**config.mk**
```make
export PLATFORM = sky130hd
export DESIGN_NAME = cam_stim_gen_flat
export DESIGN_NICKNAME = d
export VERILOG_FILES = /design/src/rtl/cam_stim_pkg.sv /design/src/rtl/cam_stim_gen_if.sv /design/src/rtl/cam_stim_pattern.sv /design/src/rtl/cam_stim_gen.sv /design/src/flat_wrapper.sv
export SDC_FILE = /design/constraint.sdc
export NUM_CORES = 1
export LEC_CHECK = 0
export BUFFER_PORTS_ARGS = -buffer_cell sky130_fd_sc_hd__buf_4
export CAP_MARGIN = 20
export CORE_UTILIZATION = 51
export CTS_CLUSTER_DIAMETER = 200
export DETAILED_ROUTE_END_ITERATION = 10
export GPL_TIMING_DRIVEN = 0
export PLACE_DENSITY = 0.76
export SETUP_SLACK_MARGIN = 0.02
export SLEW_MARGIN = 20
export SYNTH_ARGS = -nofsm -noshare
export SYNTH_HDL_FRONTEND = slang
export SYNTH_SLANG_ARGS = --single-unit
```
**constraint.sdc**
```tcl
create_clock -name clk -period 2.3 [get_ports clk]
set_input_delay 0.115 -clock clk [delete_from_list [all_inputs] [get_ports clk]]
set_output_delay 0.115 -clock clk [all_outputs]
set_load 0.01 [all_outputs]
```
**src/rtl/cam_stim_pkg.sv**
```systemverilog
// Shared definitions for the camera stimulus generator.
// Holds the pattern mode encodings, the FSM state type, the LFSR seed/tap constants,
// the default timing constants and the LFSR step function.
// Optional feature macro: CAM_STIM_LFSR_EN (enables the LFSR pattern for mode 3).
package cam_stim_pkg;

    typedef enum logic [1:0] {
        MODE_SOLID = 2'd0,
        MODE_HRAMP = 2'd1,
        MODE_XY    = 2'd2,
        MODE_LFSR  = 2'd3
    } mode_e;

    typedef enum logic {
        StIdle = 1'b0,
        StRun  = 1'b1
    } state_e;

    localparam logic [15:0] LFSR_SEED = 16'hACE1;
    // Taps 16,15,13,4 expressed as bit positions 15,14,12,3 of a left-shifting register.
    localparam logic [15:0] LFSR_TAPS = 16'hD008;

    localparam int unsigned DEF_H_ACTIVE     = 160;
    localparam int unsigned DEF_V_ACTIVE     = 120;
    localparam int unsigned DEF_BYTES_PER_PX = 2;
    localparam int unsigned DEF_H_BLANK      = 4;
    localparam int unsigned DEF_V_BLANK      = 4;
    localparam int unsigned DEF_VSYNC_LINES  = 2;
    localparam int unsigned DEF_PCLK_DIV     = 2;

    // Fibonacci step: feedback is the XOR of the tapped bits, shifted in at bit 0.
    function automatic logic [15:0] lfsr_next(input logic [15:0] s);
        return {s[14:0], ^(s & LFSR_TAPS)};
    endfunction

endpackage

```
**src/rtl/cam_stim_gen_if.sv**
```systemverilog
// Camera-side bus of the stimulus generator.
// Signals: CAM_pclk (pixel clock), CAM_vsync (frame sync), CAM_href (line valid),
// CAM_px_data (pixel byte). master = generator side, slave = consumer side.
// Optional feature macro: CAM_STIM_LFSR_EN (no effect on this file).
interface cam_stim_gen_if;
    logic       CAM_pclk;
    logic       CAM_vsync;
    logic       CAM_href;
    logic [7:0] CAM_px_data;

    modport master (output CAM_pclk, output CAM_vsync, output CAM_href, output CAM_px_data);
    modport slave  (input CAM_pclk, input CAM_vsync, input CAM_href, input CAM_px_data);
endinterface

```
**src/rtl/cam_stim_pattern.sv**
```systemverilog
// Pixel value generator for the camera stimulus generator.
// Ports: clk/rst (sync active-high), seed_i (frame start, reload LFSR), adv_i (pixel done,
// step LFSR), x_i/y_i (pixel column/row), mode_i/solid_i (values latched at frame start),
// px_o (16-bit pixel value).
// Optional feature macro: CAM_STIM_LFSR_EN. When undefined, mode 3 falls back to the solid
// value and no LFSR register exists.
module cam_stim_pattern
    import cam_stim_pkg::*;
(
    input  logic        clk,
    input  logic        rst,
    input  logic        seed_i,
    input  logic        adv_i,
    input  logic [15:0] x_i,
    input  logic [15:0] y_i,
    input  mode_e       mode_i,
    input  logic [15:0] solid_i,
    output logic [15:0] px_o
);

`ifdef CAM_STIM_LFSR_EN
    logic [15:0] lfsr_q, lfsr_d;

    // Seed wins over advance so each frame starts from the seed.
    always_comb begin
        lfsr_d = lfsr_q;
        if (seed_i) begin
            lfsr_d = LFSR_SEED;
        end else if (adv_i) begin
            lfsr_d = lfsr_next(lfsr_q);
        end
    end

    always_ff @(posedge clk) begin
        if (rst) begin
            lfsr_q <= LFSR_SEED;
        end else begin
            lfsr_q <= lfsr_d;
        end
    end
`else
    logic unused_lfsr_ports;
    assign unused_lfsr_ports = ^{clk, rst, seed_i, adv_i};
`endif

    logic unused_y_hi;
    assign unused_y_hi = ^y_i[15:8];

    always_comb begin
        px_o = solid_i;
        case (mode_i)
            MODE_SOLID: px_o = solid_i;
            MODE_HRAMP: px_o = x_i;
            MODE_XY:    px_o = {y_i[7:0], x_i[7:0]};
`ifdef CAM_STIM_LFSR_EN
            MODE_LFSR:  px_o = lfsr_q;
`else
            MODE_LFSR:  px_o = solid_i;
`endif
            default:    px_o = solid_i;
        endcase
    end

endmodule

```
**src/rtl/cam_stim_gen.sv**
```systemverilog
// Camera (DVP-style) stimulus generator: produces pclk, vsync, href and pixel bytes for
// synthetic frames (solid, horizontal ramp, x/y, optional LFSR).
// Ports: clk, rst (sync active-high), en (frame enable), mode/solid_px (sampled at frame
// start), cam (master side of cam_stim_gen_if), frame_done (1-clk pulse per frame),
// frame_cnt (completed frames, wraps).
// Optional feature macro: CAM_STIM_LFSR_EN (compiles the LFSR pattern for mode 3).
module cam_stim_gen
    import cam_stim_pkg::*;
#(
    parameter int unsigned H_ACTIVE     = DEF_H_ACTIVE,
    parameter int unsigned V_ACTIVE     = DEF_V_ACTIVE,
    parameter int unsigned BYTES_PER_PX = DEF_BYTES_PER_PX,
    parameter int unsigned H_BLANK      = DEF_H_BLANK,
    parameter int unsigned V_BLANK      = DEF_V_BLANK,
    parameter int unsigned VSYNC_LINES  = DEF_VSYNC_LINES,
    parameter int unsigned PCLK_DIV     = DEF_PCLK_DIV
) (
    input  logic           clk,
    input  logic           rst,
    input  logic           en,
    input  logic [1:0]     mode,
    input  logic [15:0]    solid_px,
    cam_stim_gen_if.master cam,
    output logic           frame_done,
    output logic [15:0]    frame_cnt
);

    localparam int unsigned ActBytes   = H_ACTIVE * BYTES_PER_PX;
    localparam int unsigned LineLen    = ActBytes + H_BLANK;
    localparam int unsigned FrameLines = V_BLANK + V_ACTIVE;
    localparam int unsigned BW         = $clog2(LineLen + 1);
    localparam int unsigned LW         = $clog2(FrameLines + 1);
    localparam int unsigned DW         = $clog2(PCLK_DIV + 1);

    localparam logic [BW-1:0] ByteLast = BW'(LineLen - 1);
    localparam logic [BW-1:0] ActEnd   = BW'(ActBytes);
    localparam logic [LW-1:0] LineLast = LW'(FrameLines - 1);
    localparam logic [LW-1:0] VBlankL  = LW'(V_BLANK);
    localparam logic [LW-1:0] VsyncEnd = LW'(VSYNC_LINES);
    localparam logic [DW-1:0] DivLast  = DW'(PCLK_DIV - 1);

    localparam bit ParamsOk = ((BYTES_PER_PX == 1) || (BYTES_PER_PX == 2)) &&
                              (VSYNC_LINES >= 1) && (VSYNC_LINES < V_BLANK) &&
                              (PCLK_DIV >= 1) && (H_ACTIVE >= 1) && (V_ACTIVE >= 1);
    if (!ParamsOk) begin : g_bad_params
        $fatal(1, "cam_stim_gen: illegal parameter set");
    end

    logic [DW-1:0] div_q, div_d;
    logic          pclk_q, pclk_d;
    state_e        state_q, state_d;
    logic [BW-1:0] byte_q, byte_d;
    logic [LW-1:0] line_q, line_d;
    mode_e         mode_q, mode_d;
    logic [15:0]   solid_q, solid_d;
    logic          done_q, done_d;
    logic [15:0]   fcnt_q, fcnt_d;

    logic        tick, fall, start, href, adv;
    logic [15:0] x_px, y_px, px;

    always_comb begin
        tick   = (div_q == DivLast);
        fall   = tick && pclk_q;
        div_d  = tick ? '0 : div_q + DW'(1);
        pclk_d = tick ? ~pclk_q : pclk_q;

        state_d = state_q;
        byte_d  = byte_q;
        line_d  = line_q;
        done_d  = 1'b0;
        fcnt_d  = fcnt_q;
        start   = 1'b0;

        if (fall) begin
            case (state_q)
                StIdle: begin
                    if (en) begin
                        state_d = StRun;
                        start   = 1'b1;
                    end
                end
                StRun: begin
                    if (byte_q == ByteLast) begin
                        byte_d = '0;
                        if (line_q == LineLast) begin
                            // Frame end: en only decides whether another frame follows.
                            line_d  = '0;
                            done_d  = 1'b1;
                            fcnt_d  = fcnt_q + 16'd1;
                            state_d = en ? StRun : StIdle;
                            start   = en;
                        end else begin
                            line_d = line_q + LW'(1);
                        end
                    end else begin
                        byte_d = byte_q + BW'(1);
                    end
                end
                default: state_d = StIdle;
            endcase
        end

        mode_d  = start ? mode_e'(mode) : mode_q;
        solid_d = start ? solid_px : solid_q;

        href = (state_q == StRun) && (line_q >= VBlankL) && (byte_q < ActEnd);
        // Step the LFSR as the last byte of a pixel leaves the bus.
        adv  = fall && href && ((BYTES_PER_PX == 1) || byte_q[0]);
        x_px = 16'(byte_q >> (BYTES_PER_PX - 1));
        y_px = 16'(line_q) - 16'(V_BLANK);
    end

    always_ff @(posedge clk) begin
        if (rst) begin
            div_q   <= '0;
            pclk_q  <= 1'b0;
            state_q <= StIdle;
            byte_q  <= '0;
            line_q  <= '0;
            mode_q  <= MODE_SOLID;
            solid_q <= '0;
            done_q  <= 1'b0;
            fcnt_q  <= '0;
        end else begin
            div_q   <= div_d;
            pclk_q  <= pclk_d;
            state_q <= state_d;
            byte_q  <= byte_d;
            line_q  <= line_d;
            mode_q  <= mode_d;
            solid_q <= solid_d;
            done_q  <= done_d;
            fcnt_q  <= fcnt_d;
        end
    end

    cam_stim_pattern u_pattern (
        .clk     (clk),
        .rst     (rst),
        .seed_i  (start),
        .adv_i   (adv),
        .x_i     (x_px),
        .y_i     (y_px),
        .mode_i  (mode_q),
        .solid_i (solid_q),
        .px_o    (px)
    );

    // Outputs decode registered state only, so they move solely on the fall strobe.
    assign cam.CAM_pclk    = pclk_q;
    assign cam.CAM_vsync   = (state_q == StRun) && (line_q < VsyncEnd);
    assign cam.CAM_href    = href;
    assign cam.CAM_px_data = href ? (((BYTES_PER_PX == 2) && !byte_q[0]) ? px[15:8] : px[7:0])
                                  : 8'h00;
    assign frame_done      = done_q;
    assign frame_cnt       = fcnt_q;

endmodule

```
**src/flat_wrapper.sv**
```systemverilog
// flat-port wrapper written by rule: the top's interface ports become plain ports
module cam_stim_gen_flat import cam_stim_pkg::*;
#(
    parameter int unsigned H_ACTIVE     = DEF_H_ACTIVE,
    parameter int unsigned V_ACTIVE     = DEF_V_ACTIVE,
    parameter int unsigned BYTES_PER_PX = DEF_BYTES_PER_PX,
    parameter int unsigned H_BLANK      = DEF_H_BLANK,
    parameter int unsigned V_BLANK      = DEF_V_BLANK,
    parameter int unsigned VSYNC_LINES  = DEF_VSYNC_LINES,
    parameter int unsigned PCLK_DIV     = DEF_PCLK_DIV
)
  (clk, rst, en, mode, solid_px, frame_done, frame_cnt, cam_CAM_pclk, cam_CAM_vsync, cam_CAM_href, cam_CAM_px_data);
  cam_stim_gen_if cam_i ();
  input  logic clk;
  input  logic rst;
  input  logic en;
  input  logic [1:0] mode;
  input  logic [15:0] solid_px;
  output logic frame_done;
  output logic [15:0] frame_cnt;
  output wire logic [$bits(cam_i.CAM_pclk)-1:0] cam_CAM_pclk;
  output wire logic [$bits(cam_i.CAM_vsync)-1:0] cam_CAM_vsync;
  output wire logic [$bits(cam_i.CAM_href)-1:0] cam_CAM_href;
  output wire logic [$bits(cam_i.CAM_px_data)-1:0] cam_CAM_px_data;
  assign cam_CAM_pclk = cam_i.CAM_pclk;
  assign cam_CAM_vsync = cam_i.CAM_vsync;
  assign cam_CAM_href = cam_i.CAM_href;
  assign cam_CAM_px_data = cam_i.CAM_px_data;
  cam_stim_gen #(.H_ACTIVE(H_ACTIVE), .V_ACTIVE(V_ACTIVE), .BYTES_PER_PX(BYTES_PER_PX), .H_BLANK(H_BLANK), .V_BLANK(V_BLANK), .VSYNC_LINES(VSYNC_LINES), .PCLK_DIV(PCLK_DIV)) u_core (.clk(clk), .rst(rst), .en(en), .mode(mode), .solid_px(solid_px), .cam(cam_i), .frame_done(frame_done), .frame_cnt(frame_cnt));
endmodule
```
==> results.md, run 1 <==
- Status: completed
- Iteration-0 DRC Markers: between 100 and 150
- Pin count of the biggest net entering global routing: 17
- Maxcap violations: 0
- Worst min path class: input pin to register
- Number of iterations in the first detailed-routing pass: 4
- Clock skew: about 0.013 ns
- Nets@finish: about 450
- GRT Resource Usage Total: between 20% and 30%
- Top layer used by detailed routing: met4
- Met3 routed WL: between 300 and 400 µm
- Met2 WL: between 3000 and 4000 µm
- Cell variety after synth: 38
- CP Launch Type: register
- Syn_nets: 390
- Final period util: approximately 99%
- Worst skew pair latency: 0.32 ns
- P&R area growth vs syn: 24.1%
- Period minus WS final: approximately 2.3 ns
- Antenna violations before repair: 0
- DR vias/cell: around 5.7
- Setup TNS Final: 0 ns
- Post-synth top area cell: dfxtp_1
- CP Capture Type: register
- Req. time, crit path: around 2.5 ns
- Hold_buf cts: 0
- First-pass GRT wire length: ~12000 µm
- Synthesized flop and latch total: 55
- Yosys warnings: 0
- M1 wire length: between 3000 and 4000 µm
- Dpl cell area: between 3000 and 4000 µm²
- Commonest non-fill, non-tap cell in the layout: buf_4
- Ys async rst share: 0%
- Pwr per Cell Area: around 480 nW/µm²
- Die Wd: around 79 µm
- Die Area: between 6000 and 7000 µm²
- Post-synth EDFFs: 0
- WP buf/inv: 1
- Crit Path Max Fanout: 6
- Core Box Area: ~5600 µm²
- Clk pin slew, worst setup/hold paths: ~0.1 ns
- Final Wtd Congestion: 0.888
- Total leakage power: ~1.4 nW
- CTS tree: built
- Slowest CP cell: or4_4
- Worst Tran Pin Value: 0.543 ns
- Max Slew Vio Count: 0
- Vias in the first global route: approximately 2500
- ANT nets after route: 0
- Syn avg cell area: ~8.4 µm²
- Antenna cell count: 0
- Post-DP HPWL: slightly above 5000 µm
- Unrepaired setup endpoints after global routing: true
- Clock root buffer: clkbuf_8
- Share of cells above drive strength 1: between 20% and 30%
- Sequential fraction of the synthesis area: 36.3%
- F_max: roughly 440 MHz
- Leading cell types in the layout, fill and taps excluded: buf_4 (52), dfxtp_1 (47), nand2b_1 (38), nor2_1 (34), nand2_1 (19)
- Placement Setup Slack: -0.376 ns
- # placed instances: 480
- Critical path's top delay family: simple AND/OR/NAND/NOR gates
- Deepest level of the CTS H-tree: 2
- Gr ovfl total: 0
- Die Y: 79.1 µm
- CTS Buf Count: 5
- Worst IR drop on VDD: between 0.0003 and 0.0004 V
- Synth top area cells: dfxtp_1 (36%), nand2b_1 (7.8%), mux2i_1 (5.9%), nor2_1 (4.2%), xnor2_1 (4.0%)
- CP most frequent cell: or4_4
- Max incr delay on CP: approximately 0.55 ns
- # IOs: between 40 and 50
- Via count: between 2000 and 3000
- Site Rows: 27
- Worst rel slew slack: about 64%
- Setup ws final: about 0.018 ns
- Final number of hold-violating endpoints: 0
- Mapped Cells: 360
- Commonest register cell after synthesis: dfxtp_1
- Initial core utilization: 54.1%
- Yosys top cell area share: between 30% and 40%
- Fin area: 3760 µm²
- Clock net sink count: 55
- Crit-path cells: or4_4, or4_4, buf_8, nor4_4, mux2_4
- Max Root-Sink Buffers: 2
- Synthesized area: 3030 µm²
- Final setup viols: 0
- Final Instance Count excl. Fillers: between 400 and 500
- CP Class: register to register
- WL final: 7480 µm
- DR DRC count: 0
- PortBufs: 48
- Crit path arrival time: between 2 and 2.5 ns
- Routed WL per cell: around 15 µm
==> area by class of cell <==
cell class	count	area, µm²
Fill cell	479	1840
Sequential cell	55	1120
Clock buffer	6	82.6
Tap cell	72	90.1
Inverter	16	60.1
Clock inverter	2	35.0
Buffer	16	101
Multi-Input combinational cell	266	1820
Timing Repair Buffer	55	460
==> worst paths after layout <==
| path | startpoint | endpoint | slack (ns) | cells past startpoint |
|---|---|---|---|---|
| setup / recovery | u_core.byte_q[2] | u_core.frame_cnt[14] | 0.02 | 5 |
| hold / removal | solid_px[2] | u_core.solid_q[2] | 0.06 | 3 |
| setup reg to reg | u_core.byte_q[2] | u_core.frame_cnt[14] | 0.02 | 5 |
| hold reg to reg | u_core.div_q[0] | u_core.div_q[0] | 0.44 | 1 |
==> Yosys cell counts (all sizes together), types with 4 or more instances <==
cell and count:
nand2b 38, mux2 9, a22oi 6, a22o 7
ha 9, a21oi 16, nor2 34, dfxtp 55
nor2b 9, nor3 14, nand2 19, o21ai 7
xnor2 14, o31ai 7, nor4 12, mux2i 18
or4 8, nand4 6, nand3 13, buf 4
clkbuf 19, inv 16
==> sequential cells by signal, summed over array words and instances, names as in the netlist <==
register and count:
u_core.frame_done 1, u_core.line_q 7, u_core.frame_cnt 16, u_core.div_q 2
u_core.byte_q 9, u_core.solid_q 16, u_core.cam.CAM_pclk 1, u_core.mode_q 2
u_core.state_q 1
==> cell families after synthesis <==
| group | synth area share (%) |
|---|---|
| adder cells (fa/ha/maj) | 3.71 |
| multiplexers | 9.28 |
| AO/OA/AOI/OAI | 11.1 |
| flip-flops | 36.3 |
| AND/OR/NAND/NOR | 29.2 |
| XOR/XNOR | 4.62 |
| buffers and inverters | 5.73 |
==> per-layer routing <==
layer / GRT usage [%] / up-vias
met5: 0 / -
met4: 6.18 / 0
met3: 4.94 / 10
met2: 37.0 / 67
met1: 33.9 / 1322
li1: - / 1371
==> worst register-to-register path: cells and delay by family, from the launching register on <==
family / cells / cell delay, ns
buffers and inverters: 1 / 0.16
AND/OR/NAND/NOR: 3 / 1.32
flip-flops: 1 / 0.37
multiplexers: 1 / 0.32
==> stage by stage <==
stage	hold slack (ns)	power, mW	utilization, %
finish	0.0560	1.81	67.1
global route	0.0512	1.89	67.1
CTS	0.0607	1.81	65.2
detailed placement	0.400	1.15	62.1
global placement	0.383	1.15	62.1
floorplan	0.270	1.09	-
==> power breakdown <==
part           internal (mW)  total (mW)  switching, mW
sequential             0.966       0.981         0.0154
combinational         0.0827       0.158         0.0755
clock                  0.353       0.668          0.315
==> timing repair <==
action,CTS,global route
gates resized for setup,10,26
gates cloned,0,2
setup buffers,4,1
pin swaps,2,4
setup endpoints to repair,44,33
Note: power is estimated with default switching activity, not from simulation.
==> run 2, diff against run 1 <==
ABC_AREA = 1   (was unset)
CORE_ASPECT_RATIO = 0.6   (was unset)
==> run 2 against run 1 <==
Against the previous run: sequential cell count unchanged; non-clock buffer count is 9 lower; first-iteration DRC count increased by 110%; via count grew 21%; worst setup slack improved by 0.14 ns; maximum frequency increased by 6.5%; sequential share of layout area fell by 0.15 points; count of clock-buffer cells in the layout unchanged; core utilization decreased by 2.7 points; critical endpoint is now cam_CAM_px_data[6]; largest power group unchanged.
==> results.md, run 2 <==
- WP buf/inv: 3
- Worst skew pair latency: 0.32 ns
- # placed instances: 622
- PortBufs: 47
- F_max: roughly 470 MHz
- Die Wd: approximately 100 µm
- Commonest non-fill, non-tap cell in the layout: nand2_1
- Pwr per Cell Area: roughly 460 nW/µm²
- Worst rel slew slack: between 60% and 70%
- Nets@finish: between 500 and 600
- Max Root-Sink Buffers: 2
- Syn_nets: between 500 and 600
- First-pass GRT wire length: between 10000 and 15000 µm
- # IOs: just under 50
- P&R area growth vs syn: 16.8%
- Yosys top cell area share: 34.4%
- CP Class: register to output port
- R2R Path Start: u_core.line_q[0]
- CTS Buf Count: 5
- Reg2Reg Depth: 9
- Crit path arrival time: 2.03 ns
- Dpl cell area: roughly 3700 µm²
- Antenna violations before repair: 0
- Mapped Cells: just under 500
- Final Wtd Congestion: ~0.95
- Leading cell types in the layout, fill and taps excluded: nand2_1 (147), nor2_1 (83), dfxtp_1 (53), buf_4 (49), inv_1 (40)
- WL final: approximately 8000 µm
- Status: completed
- Ys async rst share: 0%
- Maxcap violations: 0
- Share of cells above drive strength 1: 13.8%
- Iteration-0 DRC Markers: around 280
- Worst Tran Pin Value: a little under 0.5 ns
- Clk pin slew, worst setup/hold paths: 0.10 ns
- Postcts setup bufs: 0
- Reg-to-reg slack, setup: around 0.36 ns
- CP Capture Type: output port
- Period minus WS final: ~2.1 ns
- Critical path's top delay family: buffers and inverters
- Gr ovfl total: 0
- Total power: roughly 1.7 mW
- Commonest register cell after synthesis: dfxtp_1
- Antenna cell count: 0
- Final core occ: 64.4%
- Syn avg cell area: 6.47 µm²
- Crit Path Max Fanout: 10
- Final setup viols: 0
- Post-synth top area cell: dfxtp_1
- Initial core utilization: a little under three fifths
- Crit-path cells: inv_1, ha_1, clkbuf_2, nand3_1, o211ai_1, nand2_1, nor2_1, buf_4
- Fin area: ~3700 µm²
- Vias in the first global route: 2854
- Max Slew Vio Count: 0
- GRT Resource Usage Total: about 26%
- Top post-synthesis cells by count: nand2_1 (147), nor2_1 (83), dfxtp_1 (55)
- Synthesized flop and latch total: 55
- Cell variety after synth: 30
- Unrepaired setup endpoints after global routing: true
- Worst hold stages: 4
- Req. time, crit path: around 2.2 ns
- DR DRC count: 0
- Synthesized area: between 3000 and 4000 µm²
- Synth top area cells: dfxtp_1 (34%), nand2_1 (17%), nor2_1 (9.7%), a21oi_1 (4.8%), inv_1 (4.8%)
- Core Box Area: just under 6000 µm²
- Final period util: roughly 93%
- ANT nets after route: 0
- Final number of hold-violating endpoints: 0
- Pin count of the biggest net entering global routing: 17
- Worst IR drop on VDD: ~0.00025 V
- CTS tree: built
- Via count: ~3300
- CP Launch Type: register
- Setup TNS Final: 0 ns
- Worst min path class: input pin to register
- Slowest CP cell: ha_1
- Yosys warnings: 0
- DR vias/cell: approximately 5.3
- Site Rows: 21
- Total leakage power: about 1.5 nW
- R2r endpoint: u_core.mode_q[1]
- Post-synth EDFFs: 0
- Sequential fraction of the synthesis area: 34.4%
- Cell with the most instances after synthesis: nand2_1
- Clock root buffer: clkbuf_8
- Hold Path Sink: u_core.solid_q[13]
- Number of iterations in the first detailed-routing pass: 8
- Post-DP HPWL: roughly 6500 µm
- Routed WL per cell: between 10 and 15 µm
- Filler cells: between 500 and 600
- Hold path start: solid_px[13]
- Die Y: 63.4 µm
- Final Instance Count excl. Fillers: between 600 and 700
- Die Area: ~6600 µm²
- Deepest level of the CTS H-tree: 2
- Max incr delay on CP: roughly 0.44 ns
- Clock skew: 0.0120 ns
- Clock net sink count: between 50 and 60
==> run 2: worst max path at each step <==
stage	from	to	slack [ns]	depth (start not counted)
global placement	u_core.mode_q[0]	cam_CAM_px_data[6]	0.22	9
finish	u_core.mode_q[0]	cam_CAM_px_data[6]	0.16	8
global route	u_core.line_q[2]	cam_CAM_px_data[6]	0.02	9
detailed placement	u_core.mode_q[0]	cam_CAM_px_data[6]	0.22	9
floorplan	u_core.mode_q[0]	cam_CAM_px_data[6]	0.64	8
CTS	u_core.line_q[2]	cam_CAM_px_data[5]	0.09	9
==> run 2: final cells by class <==
cell class | instances | area, µm² | share of cell area, %
plain buffers | 15 | 77.6 | 2.07
clock buffers | 6 | 72.6 | 1.94
clock inverters | 2 | 12.5 | 0.335
inverters | 43 | 161 | 4.32
multi-input cells | 381 | 1860 | 49.7
flip-flops and latches | 55 | 1100 | 29.5
well taps | 80 | 100 | 2.68
repair buffers | 47 | 353 | 9.43
==> run 2: worst register-to-register path, delay by kind of cell (launching register included) <==
family / cells / cell delay [ns]
adder cells (fa/ha/maj): 1 / 0.29
flip-flops: 1 / 0.39
AND/OR/NAND/NOR: 7 / 0.94
buffers and inverters: 1 / 0.21
==> run 2: report_power, final <==
group          leakage, nW  switching (mW)  internal, mW  total (mW)
Sequential           0.445          0.0171         0.975       0.992
Combinational         1.01           0.114        0.0772       0.192
Clock               0.0412           0.330         0.214       0.544
Total                 1.49           0.462          1.27        1.73
==> run 2: layer usage <==
layer / global-route usage (%) / vias up / routed length, µm
met5: 0 / - / 0
met4: 5.54 / 0 / 75
met3: 6.42 / 14 / 648
met2: 35.6 / 130 / 3220
met1: 39.1 / 1511 / 4270
li1: - / 1692 / -
==> run 2: what timing repair did <==
item	4_1_cts	5_1_grt
endpoints found under the setup margin	8	7
endpoints found under the hold margin	0	0
hold buffers	0	0
gates resized for setup	1	5
gates cloned	0	0
==> run 2: kinds of logic after synthesis <==
group | after synthesis | share of synthesized area (%)
simple gates | 304 | 41.8
buf+inv | 59 | 7.51
compound gates | 58 | 10.0
flops | 55 | 34.4
xor+xnor | 10 | 2.74
fa+ha+maj | 9 | 3.52
==> run 2: through the flow <==
step / setup slack [ns] / hold WS (ns)
after floorplan: 0.639 / 0.333
after global placement: 0.223 / 0.414
after detailed placement: 0.217 / 0.422
after CTS: 0.0929 / 0.100
after global routing: 0.0195 / 0.123
final: 0.157 / 0.0989
==> run 3, diff against run 2 <==
CORE_ASPECT_RATIO = 0.5   (was 0.6)
==> run 3 against run 2 <==
Against the previous run: sequential share of layout area decreased by 0.49 points; core utilization grew 1.6 points; count of clock-buffer cells in the layout unchanged; die area up 0.13%; clock skew down 0.0048 ns; clock power increased by 37%; highest routed layer unchanged; critical path depth decreased by 1; worst setup slack gained 0.017 ns; total power grew 11%; hold slack better by 0.019 ns; global-route usage is 0.53 points lower; critical endpoint is now cam_CAM_px_data[2].
==> results.md, run 3 (synthesized netlist as in run 2, its figures left out) <==
- Maxcap violations: 0
- P&R area growth vs syn: 18.7%
- Final core occ: 66.0%
- Final number of hold-violating endpoints: 0
- Worst rel slew slack: between 60 and 70%
- Final period util: 92.5%
- Crit-path cells: inv_1, ha_1, inv_1, clkbuf_1, a21oi_1, nor3_1, buf_4
- CTS Buf Count: 5
- Leading cell types in the layout, fill and taps excluded: nand2_1 (147), nor2_1 (83), dfxtp_1 (54), buf_4 (49), inv_1 (40)
- Setup TNS Final: 0 ns
- Final setup viols: 0
- First-pass GRT wire length: 12900 µm
- Antenna violations before repair: 0
- Req. time, crit path: ~2.2 ns
- Site Rows: 19
- GRT Resource Usage Total: between 20% and 30%
- Slowest CP cell: dfxtp_1
- Vias in the first global route: 2780
- Clk pin slew, worst setup/hold paths: about 0.07 ns
- Max Root-Sink Buffers: 2
- Final Wtd Congestion: ~0.9
- Via count: between 3000 and 4000
- Gr ovfl total: 0
- Commonest non-fill, non-tap cell in the layout: nand2_1
- Status: completed
- Total power: slightly below 2 mW
- Die Area: between 6000 and 7000 µm²
- Number of iterations in the first detailed-routing pass: 5
- Max Slew Vio Count: 0
- Die Wd: about 110 µm
- DR DRC count: 0
- Initial core utilization: between 50% and 60%
- Pin count of the biggest net entering global routing: 17
- # IOs: 49
- Hold_buf cts: 0
- Worst Tran Pin Value: about 0.53 ns
- CTS tree: built
- Core Box Area: between 5000 and 6000 µm²
- CP most frequent cell: inv_1
- Unrepaired setup endpoints after global routing: false
- Worst IR drop on VDD: about 0.00032 V
- Total leakage power: between 1.5 and 2 nW
- Clock net sink count: 55
- Routed WL per cell: between 10 and 15 µm
- Hold WS: between 0.1 and 0.15 ns
- Crit Path Max Fanout: 10
- Worst min path class: input pin to register
- Antenna cell count: 0
- Clock skew: between 0.007 and 0.008 ns
- Clock root buffer: clkbuf_16
- CP Capture Type: output port
- Placement Setup Slack: 0.260 ns
- Clock network fraction of total power: 38.7%
- Period minus WS final: roughly 2.1 ns
- Nets@finish: 578
- Die Y: just under 60 µm
- Share of cells above drive strength 1: a little over an eighth
- Max incr delay on CP: between 0.3 and 0.4 ns
- Pwr per Cell Area: around 510 nW/µm²
- Crit path arrival time: ~2 ns
- Iteration-0 DRC Markers: ~320
- Internal: 1.45 mW
- NetSw: approximately 470 µW
- Worst skew pair latency: roughly 0.29 ns
- Post-DP HPWL: between 5000 and 6000 µm
- Gate power share: under 10%
- Setup ws final: 0.173 ns
- DR vias/cell: about 5.2
- Final Instance Count excl. Fillers: 633
- Deepest level of the CTS H-tree: 2
- Dpl cell area: 3660 µm²
- F_max: between 400 and 500 MHz
- ANT nets after route: 0
- WL final: just under 8000 µm
- Fin area: ~3800 µm²
- CP Launch Type: register
- Reg power frac: 51.5%
- CP Class: register to output port
- PortBufs: between 40 and 50
- # placed instances: between 600 and 700
- Sw Share: 24.4%
[run 3: timing repair]
item	4_1_cts	5_1_grt
endpoints found under the setup margin	8	6
resized for setup	1	3
cloned	0	0
setup buffers	0	0
pin swaps	0	0
[run 3: final timing paths]
kind                            slack [ns]              from                  to  depth (start not counted)
worst max register to register        0.38   u_core.div_q[0]  u_core.solid_q[15]                          9
worst max-delay path                  0.17  u_core.mode_q[1]  cam_CAM_px_data[2]                          7
worst min-delay path                  0.12      solid_px[10]  u_core.solid_q[10]                          4
worst min register to register        0.44   u_core.div_q[0]     u_core.div_q[0]                          1
[run 3: area by class of cell]
type                       instances  area [µm²]
clock inverter                     2        12.5
fill                             569        1950
timing repair buffer              47         353
multi-input combinational        381        1860
tap                               84         105
sequential                        55        1100
inverter                          43         161
buffer                            15        76.3
clock buffer                       6         129
[run 3: power by group through the flow]
stage               combinational [mW]  clock [mW]  sequential [mW]
floorplan                        0.120           0             1.01
global placement                 0.184           0             1.01
detailed placement               0.187           0             1.01
CTS                              0.188       0.756            0.991
global route                     0.210       0.806            0.994
finish                           0.189       0.745            0.991
[run 3: worst max-delay path, delay by kind of cell (launching register included)]
family | cells | cell delay, ns
buf+inv | 4 | 0.75
flops | 1 | 0.36
simple gates | 1 | 0.28
fa+ha+maj | 1 | 0.19
compound gates | 1 | 0.14
[run 3: routing by layer]
metal / up-vias / GRT usage, % / share of wire, %
met4: 0 / 6.12 / 1.1
li1: 1697 / - / -
met5: - / 0 / 0
met2: 122 / 41.3 / 43
met1: 1453 / 34.4 / 50
met3: 11 / 5.02 / 5.9
